[src/rtl/ysyx_22040895_wbu_pkg.sv]
// Shared encodings and helpers for the write-back unit: access kind, access size,
// default datapath width and the misalignment rule.
package ysyx_22040895_wbu_pkg;

    localparam int unsigned XLEN_DEF = 64;

    typedef enum logic [1:0] {
        SlAlu   = 2'b00,
        SlStore = 2'b01,
        SlLoad  = 2'b10
    } sl_e;

    typedef enum logic [1:0] {
        MuByte   = 2'b00,
        MuHalf   = 2'b01,
        MuWord   = 2'b10,
        MuDouble = 2'b11
    } munit_e;

    // Any memory access (sl != ALU) whose address is not a multiple of its size.
    function automatic logic is_misaligned(logic [1:0] sl, logic [1:0] munit, logic [2:0] addr_lo);
        logic r_mis;
        r_mis = 1'b0;
        if (sl != SlAlu) begin
            case (munit_e'(munit))
                MuByte:   r_mis = 1'b0;
                MuHalf:   r_mis = addr_lo[0];
                MuWord:   r_mis = |addr_lo[1:0];
                MuDouble: r_mis = |addr_lo;
                default:  r_mis = 1'b0;
            endcase
        end
        return r_mis;
    endfunction

endpackage

[src/rtl/ysyx_22040895_ldext.sv]
// Load data formatter: extracts the addressed byte/half/word/double from a raw
// 8-byte aligned read and sign- or zero-extends it. Non-load data passes through.
module ysyx_22040895_ldext
    import ysyx_22040895_wbu_pkg::*;
#(
    parameter int unsigned XLEN = XLEN_DEF
) (
    input  logic [1:0]      i_sl,
    input  logic [1:0]      i_munit,
    input  logic            i_unsigned,
    input  logic [2:0]      i_addr_lo,
    input  logic [XLEN-1:0] i_data,
    output logic [XLEN-1:0] o_data
);

    logic [XLEN-1:0] w_shifted;

    assign w_shifted = i_data >> {i_addr_lo, 3'b000};

    always_comb begin
        o_data = i_data;
        if (i_sl == SlLoad) begin
            case (munit_e'(i_munit))
                MuByte: begin
                    o_data = i_unsigned ? {{(XLEN-8){1'b0}}, w_shifted[7:0]}
                                        : {{(XLEN-8){w_shifted[7]}}, w_shifted[7:0]};
                end
                MuHalf: begin
                    o_data = i_unsigned ? {{(XLEN-16){1'b0}}, w_shifted[15:0]}
                                        : {{(XLEN-16){w_shifted[15]}}, w_shifted[15:0]};
                end
                MuWord: begin
                    o_data = i_unsigned ? {{(XLEN-32){1'b0}}, w_shifted[31:0]}
                                        : {{(XLEN-32){w_shifted[31]}}, w_shifted[31:0]};
                end
                MuDouble: o_data = w_shifted;
                default:  o_data = i_data;
            endcase
        end
    end

endmodule

[src/rtl/ysyx_22040895_wbu.sv]
// Write-back unit: small FIFO of memory-stage results, formatted at enqueue and
// retired one per cycle into the register file with a retire report and counter.
module ysyx_22040895_wbu
    import ysyx_22040895_wbu_pkg::*;
#(
    parameter int unsigned XLEN  = XLEN_DEF,
    parameter int unsigned DEPTH = 2
) (
    input  logic            clk,
    input  logic            rst,
    input  logic            in_valid_i_wbu,
    output logic            in_ready_o_wbu,
    input  logic [1:0]      sl_i_wbu,
    input  logic [1:0]      munit_i_wbu,
    input  logic            unsigned_i_wbu,
    input  logic [XLEN-1:0] addr_i_wbu,
    input  logic [XLEN-1:0] wdata_i_wbu,
    input  logic [4:0]      rd_i_wbu,
    input  logic            rwe_i_wbu,
    input  logic [XLEN-1:0] pc_i_wbu,
    input  logic            stall_i_wbu,
    input  logic            flush_i_wbu,
    output logic            rf_we_o_wbu,
    output logic [4:0]      rf_waddr_o_wbu,
    output logic [XLEN-1:0] rf_wdata_o_wbu,
    output logic            commit_valid_o_wbu,
    output logic [XLEN-1:0] commit_pc_o_wbu,
    output logic            misalign_o_wbu,
    output logic [63:0]     retire_cnt_o_wbu
);

    localparam int unsigned PW = (DEPTH > 1) ? $clog2(DEPTH) : 1;
    localparam int unsigned CW = $clog2(DEPTH + 1);
    localparam logic [CW-1:0] DEPTH_C = CW'(DEPTH);
    localparam logic [PW-1:0] LAST_C  = PW'(DEPTH - 1);

    // Entry payload; only r_valid is reset, the payload is qualified by it.
    logic [XLEN-1:0] r_data [DEPTH];
    logic [XLEN-1:0] r_pc   [DEPTH];
    logic [4:0]      r_dst  [DEPTH];
    logic            r_rwe  [DEPTH];
    logic            r_mis  [DEPTH];
    logic [DEPTH-1:0] r_valid;

    logic [PW-1:0] r_wr_ptr;
    logic [PW-1:0] r_rd_ptr;
    logic [CW-1:0] r_count;
    logic [63:0]   r_retire_cnt;

    logic [XLEN-1:0] w_ld_data;
    logic            w_mis;
    logic            w_nonempty;
    logic            w_push;
    logic            w_pop;
    logic [PW-1:0]   w_wr_ptr_nxt;
    logic [PW-1:0]   w_rd_ptr_nxt;
    logic            w_unused_addr;

    assign w_unused_addr = ^addr_i_wbu[XLEN-1:3];

    ysyx_22040895_ldext #(
        .XLEN(XLEN)
    ) u_ldext (
        .i_sl      (sl_i_wbu),
        .i_munit   (munit_i_wbu),
        .i_unsigned(unsigned_i_wbu),
        .i_addr_lo (addr_i_wbu[2:0]),
        .i_data    (wdata_i_wbu),
        .o_data    (w_ld_data)
    );

    assign w_mis = is_misaligned(sl_i_wbu, munit_i_wbu, addr_i_wbu[2:0]);

    // No bypass when full: ready depends only on stored occupancy.
    assign in_ready_o_wbu = !rst && (r_count < DEPTH_C) && !flush_i_wbu;
    assign w_nonempty     = (r_count != '0) && r_valid[r_rd_ptr];
    assign w_push         = in_valid_i_wbu && in_ready_o_wbu;
    assign w_pop          = w_nonempty && !stall_i_wbu && !flush_i_wbu;

    assign w_wr_ptr_nxt = (r_wr_ptr == LAST_C) ? '0 : r_wr_ptr + 1'b1;
    assign w_rd_ptr_nxt = (r_rd_ptr == LAST_C) ? '0 : r_rd_ptr + 1'b1;

    always_ff @(posedge clk) begin
        if (w_push) begin
            r_data[r_wr_ptr] <= w_ld_data;
            r_pc[r_wr_ptr]   <= pc_i_wbu;
            r_dst[r_wr_ptr]  <= rd_i_wbu;
            r_rwe[r_wr_ptr]  <= rwe_i_wbu;
            r_mis[r_wr_ptr]  <= w_mis;
        end
    end

    always_ff @(posedge clk or posedge rst) begin
        if (rst) begin
            r_wr_ptr     <= '0;
            r_rd_ptr     <= '0;
            r_count      <= '0;
            r_valid      <= '0;
            r_retire_cnt <= '0;
        end else if (flush_i_wbu) begin
            r_wr_ptr <= '0;
            r_rd_ptr <= '0;
            r_count  <= '0;
            r_valid  <= '0;
        end else begin
            if (w_push) begin
                r_wr_ptr           <= w_wr_ptr_nxt;
                r_valid[r_wr_ptr]  <= 1'b1;
            end
            if (w_pop) begin
                r_rd_ptr           <= w_rd_ptr_nxt;
                r_valid[r_rd_ptr]  <= 1'b0;
                r_retire_cnt       <= r_retire_cnt + 64'd1;
            end
            case ({w_push, w_pop})
                2'b10:   r_count <= r_count + 1'b1;
                2'b01:   r_count <= r_count - 1'b1;
                default: r_count <= r_count;
            endcase
        end
    end

    always_comb begin
        rf_we_o_wbu        = 1'b0;
        rf_waddr_o_wbu     = '0;
        rf_wdata_o_wbu     = '0;
        commit_valid_o_wbu = 1'b0;
        commit_pc_o_wbu    = '0;
        misalign_o_wbu     = 1'b0;
        if (w_nonempty) begin
            rf_waddr_o_wbu = r_dst[r_rd_ptr];
            rf_wdata_o_wbu = r_data[r_rd_ptr];
        end
        if (w_pop) begin
            commit_valid_o_wbu = 1'b1;
            commit_pc_o_wbu    = r_pc[r_rd_ptr];
            misalign_o_wbu     = r_mis[r_rd_ptr];
            rf_we_o_wbu        = r_rwe[r_rd_ptr] && (r_dst[r_rd_ptr] != 5'd0)
                                 && !r_mis[r_rd_ptr];
        end
    end

    assign retire_cnt_o_wbu = r_retire_cnt;

endmodule

[config.mk]
export PLATFORM = sky130hd
export DESIGN_NAME = ysyx_22040895_wbu
export DESIGN_NICKNAME = d
export VERILOG_FILES = /design/src/rtl/ysyx_22040895_wbu_pkg.sv /design/src/rtl/ysyx_22040895_ldext.sv /design/src/rtl/ysyx_22040895_wbu.sv
export SDC_FILE = /design/constraint.sdc
export NUM_CORES = 1
export LEC_CHECK = 0
export ABC_AREA = 1
export BUFFER_PORTS_ARGS = -buffer_cell sky130_fd_sc_hd__buf_2
export CAP_MARGIN = 20
export CORE_ASPECT_RATIO = 0.6
export CORE_MARGIN = 2
export CORE_UTILIZATION = 48
export CTS_CLUSTER_SIZE = 8
export DETAILED_ROUTE_END_ITERATION = 6
export PLACE_DENSITY_LB_ADDON = 0.2
export SLEW_MARGIN = 5
export SYNTH_ARGS = -nofsm -noshare
export SYNTH_HDL_FRONTEND = slang
export SYNTH_SLANG_ARGS = --single-unit
[constraint.sdc]
create_clock -name clk -period 7.4 [get_ports clk]
set_clock_uncertainty 0.1 [all_clocks]
set_input_delay 0.37 -clock clk [delete_from_list [all_inputs] [get_ports clk]]
set_output_delay 0.37 -clock clk [all_outputs]
set_load 0.01 [all_outputs]
# ---- After elaboration in Yosys (flattened, before gate mapping)
# Memories as Yosys holds them, arrays and structs flattened.
# Cells that the tools add are included.
dict set report classes {
  n_bitwise 4
  addsub 5
  eq_ne 6
  n_lt_le_gt_ge 5
  reduce_logical 24
  shifts 1
  n_mux 33
}
# cell n
set ops {}
lappend ops {{$mux 64} 6}
lappend ops {{$pmux 64 s4} 1}
lappend ops {{$add 64x1->64 const B} 1}
lappend ops {{$shr 64x6->64} 1}
lappend ops {{$mux 1} 16}
lappend ops {{$logic_and 1x1->1} 10}
lappend ops {{$mux 2} 5}
lappend ops {{$eq 2x2->1 const B} 4}
lappend ops {{$reduce_bool 2->1} 4}
lappend ops {{$mux 5} 1}
lappend ops {{$reduce_bool 5->1} 1}
lappend ops {{$eq 2x1->1 const B} 2}
lappend ops {{$logic_not 1->1} 4}
lappend ops {{$lt 1x2->1 const B} 2}
lappend ops {{$pmux 1 s4} 1}
lappend ops {{$pmux 2 s2} 1}
lappend ops {{$reduce_bool 3->1} 1}
lappend ops {{$reduce_or 3->1} 1}
lappend ops {{$add 1x1->1 const B} 2}
lappend ops {{$add 2x1->2 const B} 1}
lappend ops {{$and 2x2->2} 1}
lappend ops {{$demux 1 s1} 2}
lappend ops {{$ge 1x1->1 const B} 2}
lappend ops {{$logic_not 2->1} 1}
lappend ops {{other kinds (7)} 7}
dict set report word_totals {
  mem_count 5
  out_inout_bits 201
  reg_bits 70
  elab_cells 88
  ramBits 270
  inputBits 208
}
# name words word_bits rd rd_ports_with_merged_regs wr line_no
set memory_table {}
lappend memory_table {r_data 2 64 1 0 1 ysyx_22040895_wbu.sv:38} ;# logic [XLEN-1:0] r_data [DEPTH];
lappend memory_table {r_pc 2 64 1 0 1 ysyx_22040895_wbu.sv:39} ;# logic [XLEN-1:0] r_pc [DEPTH];
lappend memory_table {r_dst 2 5 1 0 1 ysyx_22040895_wbu.sv:40} ;# logic [4:0] r_dst [DEPTH];
lappend memory_table {r_mis 2 1 1 0 1 ysyx_22040895_wbu.sv:42} ;# logic r_mis [DEPTH];
lappend memory_table {r_rwe 2 1 1 0 1 ysyx_22040895_wbu.sv:41} ;# logic r_rwe [DEPTH];

# ---- Depth between registers and ports, before layout
dict set report depth {
  depth_word 10
  ltp_mapped 12
}

# ---- Modules after synthesis
# From an unflattened synthesis, not the netlist that was laid out.
dict set report unflattened {
  hier_cells 1944
  hier_area_um2 17030.1
}
# module seq_area_each_um2 cells_each area_per_inst_um2 instances
set modules_own_cells {}
lappend modules_own_cells {ysyx_22040895_wbu 9859.5 1305 14146.1 1}
lappend modules_own_cells {ysyx_22040895_ldext 0.0 639 2884.0 1}

# ---- Worst setup path after synthesis
# No wires, ideal clock.
dict set report synth_timing {
  path_kind {register to register}
  start {reg r_count[1]}
  end {reg r_valid[0]}
  stages_incl_launch_ff 6
  setup_slack_ps -40
  required_time_ps 7199
  n_path_buf 0
  setup_time_ps 101
  arrival_ps 7239
  path_cell_list {dfrtp_1 > nor3_1 > nand2_1 > nor2_1 > o21ai_0 > a21oi_1}
}
dict set report synth_between {
  elab_chain_len 9
  word_cells_on_any_way 13
  classes_between {order compare: 1; mux: 4; bitwise: 1; reduce/logical: 7}
}
# element line_no
set synth_rtl {}
lappend synth_rtl {{from (decl)} ysyx_22040895_wbu.sv:47} ;# logic [CW-1:0] r_count;
lappend synth_rtl {{from (signal assigned)} ysyx_22040895_wbu.sv:116} ;# 2'b10: r_count <= r_count + 1'b1;
lappend synth_rtl {{from (signal assigned)} ysyx_22040895_wbu.sv:117} ;# 2'b01: r_count <= r_count - 1'b1;
lappend synth_rtl {{from (signal assigned)} ysyx_22040895_wbu.sv:118} ;# default: r_count <= r_count;
lappend synth_rtl {{$lt 2x2->1 *} ysyx_22040895_wbu.sv:75} ;# assign in_ready_o_wbu = !rst && (r_count < DEPTH_C) && !flush_i_wbu;
lappend synth_rtl {{$logic_and 1x1->1 * (2 in series)} ysyx_22040895_wbu.sv:75}
lappend synth_rtl {{via in_ready_o_wbu} ysyx_22040895_wbu.sv:12} ;# output logic in_ready_o_wbu,
lappend synth_rtl {{$logic_and 1x1->1 *} ysyx_22040895_wbu.sv:77} ;# assign w_push = in_valid_i_wbu && in_ready_o_wbu;
lappend synth_rtl {{$mux 2 *} ysyx_22040895_wbu.sv:106} ;# if (w_push) begin
lappend synth_rtl {{$mux 2 *} ysyx_22040895_wbu.sv:100} ;# end else if (flush_i_wbu) begin
lappend synth_rtl {{$and 2x2->2 (no source line)} -}
lappend synth_rtl {{$mux 2 *} ysyx_22040895_wbu.sv:110} ;# if (w_pop) begin
lappend synth_rtl {{$mux 2 *} ysyx_22040895_wbu.sv:100}
lappend synth_rtl {{to (signal assigned)} ysyx_22040895_wbu.sv:98} ;# r_valid <= '0;
lappend synth_rtl {{to (signal assigned)} ysyx_22040895_wbu.sv:104} ;# r_valid <= '0;
lappend synth_rtl {{to (signal, indexed assignment)} ysyx_22040895_wbu.sv:112} ;# r_valid[r_rd_ptr] <= 1'b0;
lappend synth_rtl {{to (decl)} ysyx_22040895_wbu.sv:43} ;# logic [DEPTH-1:0] r_valid;
# The timed path passes the listed nets; every way through them passes the cells marked *. The select of a mux whose other input is x is not followed.
# A chain may end at the register's enable or synchronous reset.

# ---- Worst setup path after layout
dict set report layout_timing {
  start {reg r_rd_ptr}
  end {out rf_we_o_wbu}
}
dict set report layout_between {
  elab_chain_len 6
  word_cells_on_any_way 13
  classes_between {mux: 3; reduce/logical: 7; memory: 3}
}
# element line_no
set layout_rtl {}
lappend layout_rtl {{from (decl)} ysyx_22040895_wbu.sv:46} ;# logic [PW-1:0] r_rd_ptr;
lappend layout_rtl {{from (signal assigned)} ysyx_22040895_wbu.sv:111} ;# r_rd_ptr <= w_rd_ptr_nxt;
lappend layout_rtl {{branches (longest 5 deep; another with $mem_v2 2x5)} -}
lappend layout_rtl {{$mux 1 *} ysyx_22040895_wbu.sv:134} ;# if (w_pop) begin
lappend layout_rtl {{to (decl)} ysyx_22040895_wbu.sv:23} ;# output logic rf_we_o_wbu,
# Mark *: on every way between the ends. The select of a mux whose other input is x is not followed.

==> flow_summary.json <==
{
  "final_common_cell": "nand2_1",
  "rr_worst_depth": 12,
  "clock_path_buffers": 3,
  "status": "completed",
  "regToRegEndpoint": "r_count[0]$_DFFE_PP0P_",
  "synth_cells": 2076,
  "nets": 2667,
  "globalplace.congestion": 1.02,
  "die_x_um": 252,
  "tightest_slew_ns": 1.06,
  "startpoint_type": "flip-flop",
  "finalSetupViolations": 0,
  "synth-warning-count": 0,
  "antenna_found_initial": 5,
  "fmax_ghz": 0.228,
  "std_cell_rows": 54,
  "drt-wirelength-per-cell_um": 19.9,
  "multiInputGateArea_um2": 7010,
  "required_ns": 6.93,
  "vias_per_cell": 5.39,
  "grt_first_pass_wirelength_mm": 88.5,
  "drv_slew": 0,
  "drt_iter0_drc": 1821,
  "cp_num_buf_inv": 5,
  "finalCriticalPeriod_ns": 4.39,
  "synthesis.nets": 2285,
  "area_growth_pct": 22.8,
  "layout_common_cells": "764 x nand2_1, 347 x buf_2, 270 x edfxtp_1",
  "h-tree-depth": 2,
  "worstSetupStartpoint": "r_rd_ptr$_DFFE_PP0P_",
  "ys_ff_latch": 340,
  "ant_nets": 0,
  "powerDensity_nw_per_um2": 211,
  "clkLatencyLatePin_ns": 0.54,
  "cp_slowest_cell": "dfrtp_4",
  "postLayoutCoreUtil": 0.599,
  "cpPeakStageDelay_ns": 1.00,
  "register_area_um2": 9860,
  "cts_sinks": 340,
  "critPathMaxFanout": 80,
  "cp.arrival_ns": 3.92,
  "drc": 0,
  "drv_cap": 0,
  "peakVddDrop_v": 0.000226,
  "grt_max_degree": 81,
  "critPathKind": "reg -> out",
  "netlist_area_um2": 17700,
  "hpwl_mm": 40.6,
  "track_usage": 0.301,
  "hold_class": "in -> async",
  "hold_viol_final": 0,
  "worst-path-stages": 10,
  "post-route-period-util": 0.593,
  "synth_seq_area_share": 0.556,
  "core_um2": 36300,
  "grt_pass1_vias": 14837,
  "io_buffer_count": 347,
  "drive_above_1_share": 0.207,
  "cts_buffers": 48,
  "tns_ns": 0,
  "post_cts_resize_count": 0,
  "r2r-start": "r_rd_ptr$_DFFE_PP0P_",
  "synth.avg_cell_area_um2": 8.53,
  "critPathCaptureType": "output port",
  "leakagePower_nw": 9.39,
  "cts-root-buf": "clkbuf_16",
  "rrSetupSlack_ns": 3.80,
  "overflow": 0,
  "crit_family": "buffers and inverters",
  "vias": 15985,
  "worstSetupEndpoint": "rf_we_o_wbu",
  "grt_setup_unrepaired": "false",
  "drtPass1Iterations": 7,
  "wirelength_mm": 58.9,
  "synth_cell_types": 36,
  "start_util": 0.487,
  "pin_count": 409,
  "cts_tree": "done",
  "slew_headroom": 0.290,
  "fillers": 3258,
  "crit_chain": "inv_4, nand2_1, nand2_1, nand4_1, buf_4, inv_1, buf_4, nand3_1, a21oi_1, buf_2",
  "floorplan.die_area_um2": 38500,
  "path_clk_slew_ns": 0.06,
  "die_h_um": 153
}
## logic make-up (layout without fill, tap and decap cells)
kind of cell               count (synthesis)  in the layout  synth area share
and+or+nand+nor                         1194           1194             0.285
DFF                                      340            340             0.556
AOI/OAI and AO/OA                        306            306            0.0910
buffers and inverters                    200            608            0.0496
xor gates and xnor gates                  33             33            0.0163
muxes                                      2              2           0.00113
adders and majority gates                  1              1          0.000706
other                                      0              5                 0
## stage by stage
stage / cells / cell area [um^2] / total power, W / hold WS (ns) / worst slack (ns)
after floorplan: 2076 / 17700 / 0.00244 / 0.369 / 0.00288
after global placement: 2812 / 19700 / 0.00258 / 0.408 / 3.49
after detailed placement: 2812 / 19700 / 0.00259 / 0.413 / 3.45
after CTS: 2959 / 21700 / 0.00461 / 0.0290 / 2.88
after global routing: 2964 / 21800 / 0.00474 / 0.0690 / 2.64
final: 2965 / 21800 / 0.00458 / 0.00690 / 3.01
## worst register-to-register path, cell delays in order, from the launching register on
cell,delay (ns)
dfrtp_4,1.00
inv_4,0.52
nand2_1,0.18
nand2_1,0.09
nand4_1,0.10
buf_4,0.73
inv_1,0.15
buf_4,0.27
nand2_1,0.12
nand2_1,0.08
nand2_1,0.06
nand2_1,0.04
nor2_1,0.09
## metal layers
metal | vias up | wire [um] | GRT usage
met2 | 755 | 23800 | 0.415
met4 | 0 | 1440 | 0.0713
met1 | 7542 | 26900 | 0.457
met3 | 83 | 6670 | 0.0984
li1 | 7605 | - | -
met5 | - | 0 | 0
## final cells by class
cell class                 instances  area share
antenna                            5    0.000575
clock buffer                      73      0.0595
clock inverter                     3     0.00138
inverter                          98      0.0171
multi-input combinational       1536       0.322
sequential                       340       0.453
tap                              476      0.0274
timing repair buffer             434       0.119
## what timing repair did
action,CTS,global route
setup buffers,0,0
endpoints found under the hold margin,141,0
hold buffers,71,0
## cell usage after synthesis
| library cell | count | share of area |
|---|---|---|
| buf_2 | 26 | 0.0073 |
| ha_1 | 1 | 0.00071 |
| nand3b_1 | 3 | 0.0013 |
| xor2_1 | 22 | 0.011 |
| o21a_1 | 7 | 0.0030 |
| nor3_1 | 9 | 0.0025 |
| o211ai_1 | 19 | 0.0081 |
| clkinv_2 | 1 | 0.00028 |
| o22ai_1 | 1 | 0.00035 |
| nand3_4 | 2 | 0.0020 |
| buf_4 | 4 | 0.0017 |
| mux2i_1 | 2 | 0.0011 |
| dfrtp_1 | 70 | 0.099 |
| nand3_1 | 66 | 0.019 |
| nand2_1 | 765 | 0.16 |
| a21oi_1 | 166 | 0.047 |
| inv_1 | 91 | 0.019 |
| or2_2 | 5 | 0.0018 |
| inv_2 | 6 | 0.0013 |
| nor2_1 | 248 | 0.053 |
| nor2_2 | 34 | 0.012 |
| nand4_1 | 17 | 0.0060 |
| o21ai_1 | 25 | 0.0071 |
| nand3_2 | 5 | 0.0028 |
| a21oi_2 | 2 | 0.00099 |
| and2_1 | 2 | 0.00071 |
| nor2_4 | 32 | 0.020 |
| buf_12 | 3 | 0.0034 |
| clkbuf_1 | 51 | 0.011 |
| xnor2_1 | 11 | 0.0054 |
| buf_1 | 14 | 0.0030 |
| buf_6 | 4 | 0.0025 |
| a31oi_1 | 6 | 0.0021 |
| edfxtp_1 | 270 | 0.46 |
| nand2_2 | 6 | 0.0021 |
| o21ai_0 | 80 | 0.023 |
## power by group
| part | internal [W] | switching, W |
|---|---|---|
| sequential | 0.00213 | 0.0000303 |
| clock | 0.00119 | 0.000795 |
| combinational | 0.000149 | 0.000290 |
## state kept, by name, summed over array words and instances, names as in the netlist
register          cells
r_data              128
r_rd_ptr              1
r_valid               2
r_mis                 2
retire_cnt_o_wbu     64
r_wr_ptr              1
r_count               2
r_pc                128
r_rwe                 2
r_dst                10
## worst min-delay path by stage
stage	to	slack, ns	cells past startpoint
3_3_place_gp	retire_cnt_o_wbu[32]$_DFFE_PP0P_	0.41	1
4_1_cts	r_rd_ptr$_DFFE_PP0P_	0.03	3
6_report	retire_cnt_o_wbu[32]$_DFFE_PP0P_	0.007	3
3_5_place_dp	retire_cnt_o_wbu[26]$_DFFE_PP0P_	0.41	1
5_1_grt	r_rd_ptr$_DFFE_PP0P_	0.07	3
2_1_floorplan	r_dst[0][0]$_DFFE_PP_	0.37	0
Note: power is estimated with default switching activity, not from simulation.
